## src/rtl/xdisp_mux.sv

```systemverilog
// xdisp_mux: memory-mapped multiplexed seven-segment controller for N_DIGITS digits.
// Latency: bus writes reach the display on the next edge when the digit is driving; reads are combinational.
// Backpressure: none; the bus is always accepted. Optional build macro XDISP_BLINK_EN adds the BLINK register.
module xdisp_mux #(
    parameter int N_DIGITS = 4,
    parameter int DIV_W    = 16,
    parameter int DATA_W   = 32
) (
    input  logic                clk,
    input  logic                rst,
    input  logic                sel,
    input  logic                we,
    input  logic [1:0]          addr,
    input  logic [DATA_W-1:0]   data_in,
    output logic [DATA_W-1:0]   data_out,
    output logic [7:0]          disp,
    output logic [N_DIGITS-1:0] disp_sel
);

    localparam int IDX_W = (N_DIGITS > 1) ? $clog2(N_DIGITS) : 1;
    localparam int VAL_W = N_DIGITS * 4;
    localparam logic [IDX_W-1:0] LAST_IDX = IDX_W'(N_DIGITS - 1);

    // Scan FSM encoding
    localparam logic [0:0] ST_GAP   = 1'b0;
    localparam logic [0:0] ST_DRIVE = 1'b1;

    // Software-visible registers
    logic [VAL_W-1:0]    value_q, value_d;
    logic [N_DIGITS-1:0] dp_q, dp_d;
    logic [N_DIGITS-1:0] blank_q, blank_d;

    // Scan machinery
    logic [DIV_W-1:0]    pre_q, pre_d;
    logic [IDX_W-1:0]    idx_q, idx_d;
    logic [0:0]          state_q, state_d;
    logic [7:0]          disp_q, disp_d;
    logic [N_DIGITS-1:0] disp_sel_q, disp_sel_d;

    logic                wr_en;
    logic                rd_en;
    logic                advance;
    logic [N_DIGITS-1:0] dark_mask;
    logic                digit_dark;
    logic [3:0]          nibble;
    logic [N_DIGITS-1:0] anode_drv;

    assign wr_en   = sel & we;
    assign rd_en   = sel & ~we;
    assign advance = (pre_q == {DIV_W{1'b1}});

`ifdef XDISP_BLINK_EN
    logic [N_DIGITS-1:0] blink_q, blink_d;
    logic [7:0]          wrap_q, wrap_d;

    // BLINK register write and full-scan wrap counter that sets the blink period
    always_comb begin
        blink_d = blink_q;
        wrap_d  = wrap_q;
        if (wr_en && addr == 2'd3) begin
            blink_d = data_in[N_DIGITS-1:0];
        end
        if (advance && idx_q == LAST_IDX) begin
            wrap_d = wrap_q + 8'd1;
        end
    end

    // Blink state registers
    always_ff @(posedge clk or negedge rst) begin
        if (!rst) begin
            blink_q <= '0;
            wrap_q  <= '0;
        end else begin
            blink_q <= blink_d;
            wrap_q  <= wrap_d;
        end
    end

    // Blinking digits count as blanked during the upper half of the wrap count
    assign dark_mask = blank_q | (blink_q & {N_DIGITS{wrap_q[7]}});
`else
    assign dark_mask = blank_q;
`endif

    // Upper write-data bits have no storage when the digit field is narrower than the bus
    generate
        if (VAL_W < DATA_W) begin : g_unused_hi
            logic unused_hi;
            assign unused_hi = ^data_in[DATA_W-1:VAL_W];
        end
    endgenerate

    // Register-map writes
    always_comb begin
        value_d = value_q;
        dp_d    = dp_q;
        blank_d = blank_q;
        if (wr_en) begin
            case (addr)
                2'd0:    value_d = data_in[VAL_W-1:0];
                2'd1:    dp_d    = data_in[N_DIGITS-1:0];
                2'd2:    blank_d = data_in[N_DIGITS-1:0];
                default: ;
            endcase
        end
    end

    // Combinational read-back, zero when not selected for reading
    always_comb begin
        data_out = '0;
        if (rd_en) begin
            case (addr)
                2'd0: data_out = DATA_W'(value_q);
                2'd1: data_out = DATA_W'(dp_q);
                2'd2: data_out = DATA_W'(blank_q);
`ifdef XDISP_BLINK_EN
                2'd3: data_out = DATA_W'(blink_q);
`endif
                default: data_out = '0;
            endcase
        end
    end

    // Prescaler and scan index; index moves on the edge after the prescaler hits all-ones
    always_comb begin
        pre_d = pre_q + DIV_W'(1);
        idx_d = idx_q;
        if (advance) begin
            idx_d = (idx_q == LAST_IDX) ? '0 : idx_q + IDX_W'(1);
        end
    end

    // Scan FSM: one gap cycle after every index advance, then drive for the rest of the slot
    always_comb begin
        state_d = state_q;
        case (state_q)
            ST_GAP:   state_d = advance ? ST_GAP : ST_DRIVE;
            ST_DRIVE: state_d = advance ? ST_GAP : ST_DRIVE;
            default:  state_d = ST_GAP;
        endcase
    end

    // One-low anode pattern for the current index
    always_comb begin
        anode_drv = '1;
        for (int i = 0; i < N_DIGITS; i++) begin
            anode_drv[i] = (idx_q != IDX_W'(i));
        end
    end

    assign nibble     = value_q[{idx_q, 2'b00} +: 4];
    assign digit_dark = dark_mask[idx_q];

    // Next display outputs: dark during the gap or for a blanked digit, else decoded digit
    always_comb begin
        disp_d     = 8'hFF;
        disp_sel_d = '1;
        if (state_d == ST_DRIVE && !digit_dark) begin
            disp_d     = {~dp_q[idx_q], hex7(nibble)};
            disp_sel_d = anode_drv;
        end
    end

    // All state, cleared asynchronously; a reset is treated as digit 0's gap cycle
    always_ff @(posedge clk or negedge rst) begin
        if (!rst) begin
            value_q    <= '0;
            dp_q       <= '0;
            blank_q    <= '0;
            pre_q      <= '0;
            idx_q      <= '0;
            state_q    <= ST_GAP;
            disp_q     <= 8'hFF;
            disp_sel_q <= '1;
        end else begin
            value_q    <= value_d;
            dp_q       <= dp_d;
            blank_q    <= blank_d;
            pre_q      <= pre_d;
            idx_q      <= idx_d;
            state_q    <= state_d;
            disp_q     <= disp_d;
            disp_sel_q <= disp_sel_d;
        end
    end

    assign disp     = disp_q;
    assign disp_sel = disp_sel_q;

    // Active-low {g,f,e,d,c,b,a} hex glyphs
    function automatic logic [6:0] hex7(input logic [3:0] n);
        logic [6:0] s;
        case (n)
            4'h0: s = 7'h40;
            4'h1: s = 7'h79;
            4'h2: s = 7'h24;
            4'h3: s = 7'h30;
            4'h4: s = 7'h19;
            4'h5: s = 7'h12;
            4'h6: s = 7'h02;
            4'h7: s = 7'h78;
            4'h8: s = 7'h00;
            4'h9: s = 7'h10;
            4'hA: s = 7'h08;
            4'hB: s = 7'h03;
            4'hC: s = 7'h46;
            4'hD: s = 7'h21;
            4'hE: s = 7'h06;
            default: s = 7'h0E;
        endcase
        return s;
    endfunction

endmodule

```

## config.mk

```make
export PLATFORM = sky130hd
export DESIGN_NAME = xdisp_mux
export DESIGN_NICKNAME = d
export VERILOG_FILES = /design/src/rtl/xdisp_mux.sv
export SDC_FILE = /design/constraint.sdc
export NUM_CORES = 1
export LEC_CHECK = 0
export ABC_AREA = 1
export CAP_MARGIN = 20
export CORE_ASPECT_RATIO = 1.25
export CORE_MARGIN = 8
export CORE_UTILIZATION = 50
export CTS_BUF_LIST = sky130_fd_sc_hd__clkbuf_8
export DETAILED_ROUTE_END_ITERATION = 16
export GPL_TIMING_DRIVEN = 0
export PLACE_DENSITY = 0.82
export RECOVER_POWER = 50
export SETUP_SLACK_MARGIN = 0.5
export SYNTH_ARGS = -nofsm -noshare
export SYNTH_HDL_FRONTEND = slang
export SYNTH_SLANG_ARGS = --single-unit
```

## constraint.sdc

```tcl
create_clock -name clk -period 1.8 [get_ports clk]
set_clock_uncertainty 0.1 [all_clocks]
set_input_delay 0.18 -clock clk [delete_from_list [all_inputs] [get_ports clk]]
set_output_delay 0.18 -clock clk [all_outputs]
set_load 0.01 [all_outputs]
```

**Word level (Yosys, flattened, before mapping)**

Memories as Yosys holds them, arrays and structs flattened.
Cells that the tools add are included.

- Bits in writable memories: 0
- Register bits: 54
- Word-level logic and storage cells: 40
- Latch bits: 0
- Memories: 1
- Input bits: 38
- Bits in read-only memories: 112

Memory list:

| memory | words | bits a word | read ports | clocked after memory_dff | write ports | RTL line | text |
|---|---|---|---|---|---|---|---|
| (name not given) | 16 | 7 | 1 | 0 | 0 | 193 | `case (n)` |

- Bitwise operators: 4
- Shift-type cells: 1
- Equal/unequal tests: 7
- Multipliers: 0
- Add/subtract/negate cells: 2
- Reductions and logical operators: 7
- Muxes and demuxes: 10
- $lt $le $gt $ge: 1
- Divide/modulo/power cells: 0

Operators with widths:

| cell | count |
|---|---|
| 16-bit one-hot mux with 3 select lines | 1 |
| 16-bit by 1-bit adder with 16-bit output (second input constant) | 1 |
| 16-bit == test (second input constant) | 1 |
| 16-bit 2-to-1 mux | 1 |
| 16-bit by 5-bit indexed part select with 4-bit output | 1 |
| 8-bit 2-to-1 mux | 1 |
| 2-bit AND reduction | 3 |
| 1-bit binary-select mux with 2-bit select | 2 |
| 2-bit == test (second input constant) | 2 |
| 4-bit 2-to-1 mux | 1 |
| 2-bit != test (second input constant) | 2 |
| 2-bit by 3-bit less-than comparator with 1-bit output (second input constant) | 1 |
| 1-bit 2-to-1 mux | 3 |
| 2-bit by 1-bit adder with 2-bit output (second input constant) | 1 |
| 1-bit bitwise AND | 2 |
| 2-bit by 1-bit == test with 1-bit output (second input constant) | 1 |
| 2-bit zero test | 1 |
| 2-bit 2-to-1 mux | 1 |
| 2-bit by 1-bit != test with 1-bit output (second input constant) | 1 |
| 1-bit inverter | 2 |
| 2-bit nonzero test | 1 |
| 1-bit logical AND | 1 |
| 1-bit zero test | 1 |

**Depth between registers and ports, before layout**

- Word-level depth: 5
- Gate-level depth with buffers: 11
- Gate-level depth less buffers: 10

**Worst setup path after synthesis**

No wires, ideal clock.

- Kind: reg2reg
- Start point: register idx_q[0]
- End point: register disp_q[6], in the netlist disp[6]
- Stages on the path, launching flop included: 12
- Library setup time: 75 ps
- Slack: 165 ps
- Required time: 1625 ps
- Arrival time: 1461 ps
- Path buffers: 1
- Cell sequence: dfrtp_1 > inv_2 > buf_6 > nand2_1 > nand3_1 > nand2_1 > inv_1 > ha_1 > nand3_1 > nand3_1 > nand2_1 > nand2_2

- Cells in the longest elaborated chain, start to end: 5

RTL lines:

| what | RTL line | text |
|---|---|---|
| from (decl) | 35 | `logic [IDX_W-1:0] idx_q, idx_d;` |
| from (signal assigned) | 180 | `idx_q <= idx_d;` |
| branches (longest 4 deep; another with memory read 16 x 7 bit) | - |  |
| 8-bit 2-to-1 mux * | 158 | `if (state_d == ST_DRIVE && !digit_dark) begin` |
| via disp_d[6] | 37 | `logic [7:0] disp_q, disp_d;` |
| to (signal assigned) | 182 | `disp_q <= disp_d;` |
| to (decl) | 37 |  |

Mark *: on every way through the listed nets, which the timed path passes. The select of a mux whose other input is x is not followed.
A chain may end at the register's enable or synchronous reset.

**Worst setup path in the final report**

- Start point: register idx_q[0]
- End point: register disp_q[0], in the netlist disp[0]

The elaborated chain is that of the path after synthesis.

==> flow_summary.yaml <==
yosys:
  ys_seq_area_frac: 0.4499
  avgSynthCellArea_um2: 8.506
  ys_top_cells_by_area: "dfrtp_1, nand2_1, dfstp_2"
  synth_warnings: 0
  synth_cell_types: 31
  synth_seq_cells: 54
  postSynthCellCount: 357
  yosysTopAreaCellShare: 0.3461
  synth_top_area_cell: "dfrtp_1"
  syn_area_um2: 3037
power_and_ir_drop:
  vdd_drop_max_uv: 521.7
  netSwitchingPower_mw: 1.178
  p_sw_frac: 0.3444
  power.total_mw: 3.420
  combPwrFrac: 0.351
  power.leakage_nw: 2.358
  share_seq_of_total_power: 0.448
  power_frac_clock: 0.201
  power.density_nw_per_um2: 733.0
  internal-power_mw: 2.242
floorplan:
  core_area_um2: 5818
  die_h_um: 103.1
  ios: 82
  start_util: 0.5219
  num_rows: 31
  die_area_um2: 8839
  die_x_um: 85.71
placed_design:
  port-buffer-count: 49
  place_congestion: 0.9178
  dp_hpwl_mm: 5.329
  placedCellCount: 488
  pre_cts_ws_ns: -0.5522
sta:
  finalHoldViolCount: 0
  slew_violations: 0
  period_needed_ns: 1.700
  relSlewSlack: 0.4091
  tightestPinTransition_ns: 0.8864
  rsz0062_at_grt: "yes"
  layout_setup_ws_ns: 0.09966
  timing.final.crit_share: 0.9446
  fmax_mhz: 588.1
  finalSetupViolCount: 0
finish:
  areaGrowthSynthToFinish_pct: 53.65
  layout_commonest_cell: "nand2_1"
  layout-drive-gt1-share: 0.4940
  fin_util: 0.8019
  instances_no_fill: 562
  layout_common_cells: "nand2_1, buf_4, dfrtp_1"
  fin_nets: 544
  antenna_cells: 0
clocking:
  clkTransAtPathRegs_ns: 0.10
  clk_root_buffer_cell: "clkbuf_8"
  cts.path.max_buffers: 2
  clock_latency_ns: 0.31
  cts_tree: "done"
  htree_levels: 2
  cts_num_sinks: 54
  cts_buffers: 5
global_route:
  grt_pass1_vias: 3093
  grt_max_degree: 41
  antenna_found_initial: 0
  overflow: 0
  grt_first_pass_wirelength_mm: 15.08
  grt_usage: 0.2181
critical_path:
  cp.required_ns: 1.96
  crit_arrival_ns: 1.86
  start_kind: "flip-flop"
  r2r_setup_slack_ns: 0.1
  r2r_cells: 9
  reg2reg_from: "idx_q[0]$_DFFE_PN0N_"
  crit_path_end_kind: "flip-flop"
  worstPathMaxFanout: 6
  path_class: "reg -> reg"
  r2r-end: "disp[0]$_DFF_PN1_"
routing:
  avgRoutedWirePerCell_um: 19.61
  first_iter_violations: 295
  vias: 3211
  routed_wl_mm: 11.02
  avgViaCountPerCell: 5.714
  firstDrtPassIters: 6
  ant_nets: 0
  drc_errors: 0
hold_path:
  holdPathStages: 3
  hold_path.startpoint: "data_in[15]"
  min_path_type: "in -> reg"
  whs_endpoint: "value_q[15]$_DFFE_PN0P_"
outcome:
  status: "finished clean"
flow_run:
  maxCapViolCount: 0
## metrics by stage
| step | cell area, um2 | hold WS (ns) | TNS [ns] |
|---|---|---|---|
| detailed placement | 3706 | 0.01362 | -6.938 |
| global route | 4666 | 0.3471 | 0 |
| global placement | 3691 | 0.3370 | -58.42 |
| floorplan | 3118 | -0.2156 | 0 |
| finish | 4666 | 0.3368 | 0 |
| CTS | 4340 | 0.2230 | 0 |
## per-layer routing
metal  part of all wire  global-route usage  up-vias  wire length, um
met5                  0                   0        -                0
li1                   -                   -     1379                -
met4              0.069              0.1149        0              761
met1               0.33              0.2224     1524             3638
met2               0.53              0.4073      231             5791
met3              0.075             0.04864       77              830
## worst max-delay path by stage
stage / startpoint / to / slack, ns / cells past startpoint
after detailed placement: addr[1] / data_out[4] / -0.55 / 6
after CTS: idx_q[0]$_DFFE_PN0N_ / disp[6]$_DFF_PN1_ / 0.27 / 11
after global placement: rst / value_q[6]$_DFFE_PN0P_ / -1.08 / 1
after global routing: idx_q[0]$_DFFE_PN0N_ / disp[0]$_DFF_PN1_ / 0.04 / 10
final: idx_q[0]$_DFFE_PN0N_ / disp[0]$_DFF_PN1_ / 0.1 / 9
after floorplan: idx_q[0]$_DFFE_PN0N_ / disp[3]$_DFF_PN1_ / 0.24 / 9
## registers in the layout, indices dropped and copies added (netlist names)
signal / cells
disp_sel: 4
pre_q: 16
value_q: 16
blank_q: 4
disp: 8
dp_q: 4
idx_q: 2
## final cells by class
cell class / count / area, um2
repair buffers: 116 / 972.2
plain buffers: 24 / 210.2
fillers: 324 / 1152
clock inverters: 3 / 16.27
well taps: 66 / 82.58
clock buffers: 5 / 68.82
flip-flops and latches: 54 / 1368
multi-input cells: 262 / 1809
inverters: 32 / 138.9
## power by group through the flow
stage               Sequential (mW)  Clock, mW  Combinational, mW
detailed placement             1.54          0              0.816
floorplan                      1.55          0              0.476
global route                   1.54      0.734               1.29
CTS                            1.51      0.678               1.01
finish                         1.53      0.688               1.20
global placement               1.53          0              0.794
## kinds of logic after synthesis
| logic type | after synthesis | share of synthesized area |
|---|---|---|
| flops | 54 | 0.4499 |
| other cells | 1 | 0.001235 |
| mux | 6 | 0.02225 |
| xor+xnor | 14 | 0.04038 |
| compound gates | 26 | 0.04615 |
| simple gates | 189 | 0.2934 |
| buf+inv | 56 | 0.1014 |
| fa+ha+maj | 11 | 0.04532 |
## worst max-delay path: stages, from the launching register on
cell	delay, ns
dfrtp_2	0.46
buf_6	0.16
nand2_2	0.09
nand3_2	0.11
nand2_4	0.14
ha_2	0.19
nand3_1	0.12
nand2_1	0.12
nand2_1	0.07
nand3_1	0.09
## cells in the mapped netlist
cell type / count
nand2_1: 94
dfrtp_1: 42
nand3_1: 31
inv_1: 30
nor2_1: 30
buf_4: 18
o21ai_0: 16
dfstp_2: 12
ha_1: 11
nand2_2: 11
xor2_1: 9
nand3_2: 7
nor3_1: 7
a21oi_1: 6
mux2_2: 6
xnor2_1: 5
buf_2: 3
nor2_4: 3
nand2_4: 2
nor2_2: 2
o211ai_1: 2
buf_12: 1
buf_6: 1
clkbuf_1: 1
conb_1: 1
inv_2: 1
inv_4: 1
nor2_8: 1
nor3b_1: 1
o21ai_2: 1
o22ai_1: 1
## timing repair
item / 4_1_cts / 5_1_grt
hold buffers: 1 / 0
hold endpoints to repair: 14 / 0
pin swaps: 31 / 42
setup endpoints to repair: 64 / 51
resized for setup: 214 / 50
gates cloned: 2 / 0
setup buffers: 38 / 25
Note: power is estimated with default switching activity, not from simulation.
==> RTL change 1 (same settings) <==
The option `XDISP_BLINK_EN` is turned on by a define.
--- a/src/rtl/xdisp_mux.sv
+++ b/src/rtl/xdisp_mux.sv
@@ -2,4 +2,6 @@
 // Latency: bus writes reach the display on the next edge when the digit is driving; reads are combinational.
 // Backpressure: none; the bus is always accepted. Optional build macro XDISP_BLINK_EN adds the BLINK register.
+`define XDISP_BLINK_EN
+
 module xdisp_mux #(
     parameter int N_DIGITS = 4,
Formal check against the unedited RTL: not equivalent (a bounded check fails within 4 cycles, from zero or initial values and one cycle with rst low).
==> RTL change 1 against the unedited design <==
Total power is 31% higher; synthesized area is 18% higher; sequential cell count rose by 12; core utilization shrank 1.6 points; critical path depth decreased by 3; design area increased by 17%; final cell count is 19% higher; non-clock buffer count is 3 lower; setup slack worse by 16 ps; routed wire length rose by 12%.
==> RTL change 1: results (changes against the unedited design) <==
- Num CTS Buffers: 9 (+4)
- Status: finished, final reports clean
- I/O Buffers: 49 (unchanged)
- Number of distinct library cells after synthesis: 31 (unchanged)
- Async S/R FF share, synth: 100% (unchanged)
- Top area cells in the synthesized netlist: dfrtp_1, nand2_1, dfstp_2, nand3_1, ha_1
- Routed WL per cell: 18.3 um (-6.6%)
- DP Area: 0.00440 mm^2 (+19%)
- All-layer global routing usage: 22.7% (+0.93 points)
- Crit path kind: reg2reg
- Final cell count without fillers: 671 (+19%)
- Pin count of the biggest net entering global routing: 67 (+63%)
- Rel. slew slack: 39.3% (-1.6 points)
- First-pass GRT wire length: 18.6 mm (+23%)
- Leak pwr: 0.00263 uW (+11%)
- Clock Latency Late Sink: 360 ps (+50 ps)
- Placed Instances: 590 (+21%)
- Reg clk slew, reported paths: 80 ps (-20 ps)
- Top cells by count, synth: nand2_1, dfrtp_1, nor2_1
- Ys flop type: dfrtp_1
- Capturing point of the worst reg2reg path: disp[0]
- DR vias: 3,705 (+15%)
- Pre-antenna DRT Iters: 5 (-1)
- Final net count: 626 (+15%)
- Antenna Cells: 0 (unchanged)
- Syn. warnings: 0 (unchanged)
- Biggest regs: pre_q (16), value_q (16)
- Clk buf depth: 2 (unchanged)
- Final RePlAce weighted congestion: 0.912 (-0.68%)
- Root Buffer: clkbuf_8
- Sequential area share after synthesis: 46.6% (+1.6 points)
- Detail Placement HPWL: 6.38 mm (+20%)
- Flop2flop setup slack: 80 ps (-20 ps)
- Post-Syn Area per Cell: 8.21 um^2 (-3.5%)
- DR iter-0 viols: 372 (+26%)
- H-tree Lvls: 3 (+1)
- Worst-path maximum fanout: 7 (+1)
- CP startpoint: idx_q[0]
- Crit path DAT: 1890 ps (+30 ps)
- R2R depth: 6 (-3)
- Share of cells above drive strength 1: 45.4% (-4.0 points)
- Max VDD drop: 0.633 mV (+21%)
- Vias in the first global route: 3,779 (+22%)
## RTL change 1: cell count changes after synthesis, moves of 6 or more
cell,unedited run,this run
nand3_2,7,1
nand2_1,94,127
nor2_1,30,40
nand3_1,31,38
dfrtp_1,42,54
o21ai_0,16,26
nand2_2,11,4
## RTL change 1: cell type report
cell class | instances | area [um^2]
Buffer | 25 | 226
Clock buffer | 9 | 124
Clock inverter | 7 | 110
Fill cell | 410 | 1480
Inverter | 35 | 154
Multi-Input combinational cell | 326 | 2200
Sequential cell | 66 | 1670
Tap cell | 90 | 113
Timing Repair Buffer | 112 | 842
Timing Repair inverter | 1 | 8.76
## RTL change 1: critical path: stages, from the launching register on
cell and delay (ps):
dfrtp_2 470, buf_4 160, buf_6 110, o21ai_0 390, o21ai_2 190, nand3_1 130
nand3_1 80
## RTL change 1: how the worst min path moves through the flow
stage	cells after the start	end	startpoint	slack, ps
after floorplan	0	blank_q[0]	rst	-220
after global placement	1	pre_q[0]	pre_q[0]	330
after detailed placement	1	wrap_q[1]	rst	230
after CTS	4	dp_q[3]	addr[1]	190
after global routing	5	blink_q[2]	sel	290
final	5	blink_q[0]	sel	270
## RTL change 1: where the power goes
part / internal (uW) / switching, uW / total (uW)
registers: 1710 / 125 / 1830
clock network: 907 / 590 / 1500
logic: 511 / 654 / 1170
total: 3130 / 1370 / 4500
## RTL change 1: cells by family after synthesis
group | Yosys count | synth area share [%]
buf+inv | 60 | 8.46
other cells | 1 | 0.105
mux | 6 | 1.89
flops | 66 | 46.6
fa+ha+maj | 12 | 4.19
simple gates | 230 | 27.8
compound gates | 44 | 6.64
xor+xnor | 17 | 4.37
## RTL change 1: routing by layer
metal  global-route usage [%]  up-vias  wire length, um
met5                        0        -                0
met4                     17.9        0              822
met3                     4.27       86              923
met2                     40.0      238             6490
met1                     22.8     1733             4060
li1                         -     1648                -
## RTL change 1: metrics by stage
step                setup TNS, ps  total power [uW]  setup WS [ps]  hold slack (ps)
floorplan                       0              2360            269             -216
global placement          -109880              2680          -1850              330
detailed placement         -11740              2710           -803              228
CTS                             0              4320            207              191
global route                    0              4660           6.41              291
finish                          0              4500           83.5              268
## RTL change 1: repair_timing
item,CTS,global route
buffers inserted,40,21
hold buffers,1,0
resized for setup,224,51
hold endpoints to repair,54,0
pin swaps,47,31
setup endpoints to repair,73,53
cloned,3,0
==> RTL change 2 (same settings) <==
Made on the original files. The output `disp` loses its register stage (`disp_q` becomes a continuous assignment).
--- a/src/rtl/xdisp_mux.sv
+++ b/src/rtl/xdisp_mux.sv
@@ -171,5 +171,4 @@
             idx_q      <= '0;
             state_q    <= ST_GAP;
-            disp_q     <= 8'hFF;
             disp_sel_q <= '1;
         end else begin
@@ -180,8 +179,9 @@
             idx_q      <= idx_d;
             state_q    <= state_d;
-            disp_q     <= disp_d;
             disp_sel_q <= disp_sel_d;
         end
     end
+
+    assign disp_q = disp_d;
 
     assign disp     = disp_q;
Check against the original RTL: not equivalent (Yosys sat finds a counterexample within 4 cycles, from zero or initial values and one cycle with rst low).
==> RTL change 2 against the unedited design <==
The run now ends with negative setup slack left; clock power increased by 16%; count of clock-buffer cells in the layout stayed put; global-route usage rose by 0.33 points; die area fell by 5.8%; via count decreased by 0.22%; design area increased by 2.0%; sequential cell count decreased by 8; combinational power increased by 15%; first-iteration DRC count fell by 20%; setup slack worse by 590 ps; total power grew 0.27%; synthesized area is 6.9% lower; routed wire length increased by 7.4%; largest cell class unchanged.
==> RTL change 2: results (changes against the unedited design) <==
- Status: finished with violations
- Failing checks: negative setup slack
- Max VDD drop: 0.588 mV (+13%)
- Final Setup Violations: 10 (+10)
- All-layer global routing usage: 22.1% (+0.33 points)
- DP Area: 0.00360 mm^2 (-2.8%)
- Vias in the first global route: 3,066 (-0.87%)
- Grt met1 use: 21.0% (-1.3 points)
- Net Switching: 1220 uW (+3.3%)
- Routed WL per cell: 21.1 um (+7.4%)
- Met3 usage: 4.70% (-0.16 points)
- Metal3 WL: 820 um (-1.2%)
- Routed metal-1 wirelength: 3.70 mm (+1.7%)
- DR iter-0 viols: 236 (-20%)
- Vias per Instance: 5.70 (-0.22%)
- First-pass GRT wire length: 15.0 mm (-0.55%)
- Worst Max-Slew Pin Slew: 571 ps (-315 ps)
- Pin count of the biggest net entering global routing: 42 (+2.4%)
- Crit path DAT: 2010 ps (+150 ps)
- Share of cells above drive strength 1: 52.4% (+3.0 points)
- Post-place setup slack: -646 ps (-94.2 ps)
- Postcts setup bufs: 50 (+32%)
- Final RePlAce weighted congestion: 0.885 (-3.6%)
- Hold Crit Class: in2async
- Final setup margin: -492 ps (-592 ps)
## RTL change 2: cell types whose count changed after synthesis, sizes merged
cell	delta
dfstp	-8
## RTL change 2: area by class of cell
class / count / area (um^2)
buffer: 24 / 210
clock buffer: 5 / 68.8
clock inverter: 3 / 41.3
fill: 268 / 684
inverter: 32 / 141
multi-input combinational: 262 / 1950
sequential: 46 / 1160
tap: 64 / 80.1
timing repair buffer: 126 / 1110
## RTL change 2: final timing paths
| path | endpoint | slack [ps] | cells after the start |
|---|---|---|---|
| min | idx_q[1] | 200 | 2 |
| max in group asynchronous | idx_q[0] | 450 | 3 |
| max | disp[3] | -490 | 10 |
| max reg2reg | disp_sel[3] | 0 | 10 |
| min reg2reg | pre_q[13] | 410 | 1 |
| min in group clk | dp_q[0] | 310 | 4 |
## RTL change 2: kinds of logic after synthesis
family | Yosys count | share of synthesized area, %
simple gates | 189 | 31.5
mux | 6 | 2.39
other cells | 1 | 0.133
flops | 46 | 40.9
buf+inv | 56 | 10.9
compound gates | 26 | 4.96
fa+ha+maj | 11 | 4.87
xor+xnor | 14 | 4.34
## RTL change 2: power groups by stage
| stage | logic [uW] | clock network, uW | registers, uW |
|---|---|---|---|
| 2_1_floorplan | 571 | 0 | 1220 |
| 3_3_place_gp | 857 | 0 | 1240 |
| 3_5_place_dp | 890 | 0 | 1240 |
| 4_1_cts | 1130 | 766 | 1220 |
| 5_1_grt | 1470 | 845 | 1250 |
| 6_report | 1380 | 801 | 1250 |
## RTL change 2: stage by stage
stage,power (uW),instances,hold WS [ps],setup TNS (ps)
2_1_floorplan,1790,364,-216,0
3_3_place_gp,2100,477,339,-45230
3_5_place_dp,2130,478,-76.4,-12530
4_1_cts,3120,538,156,-2050
5_1_grt,3570,562,224,-4320
6_report,3430,562,199,-3610
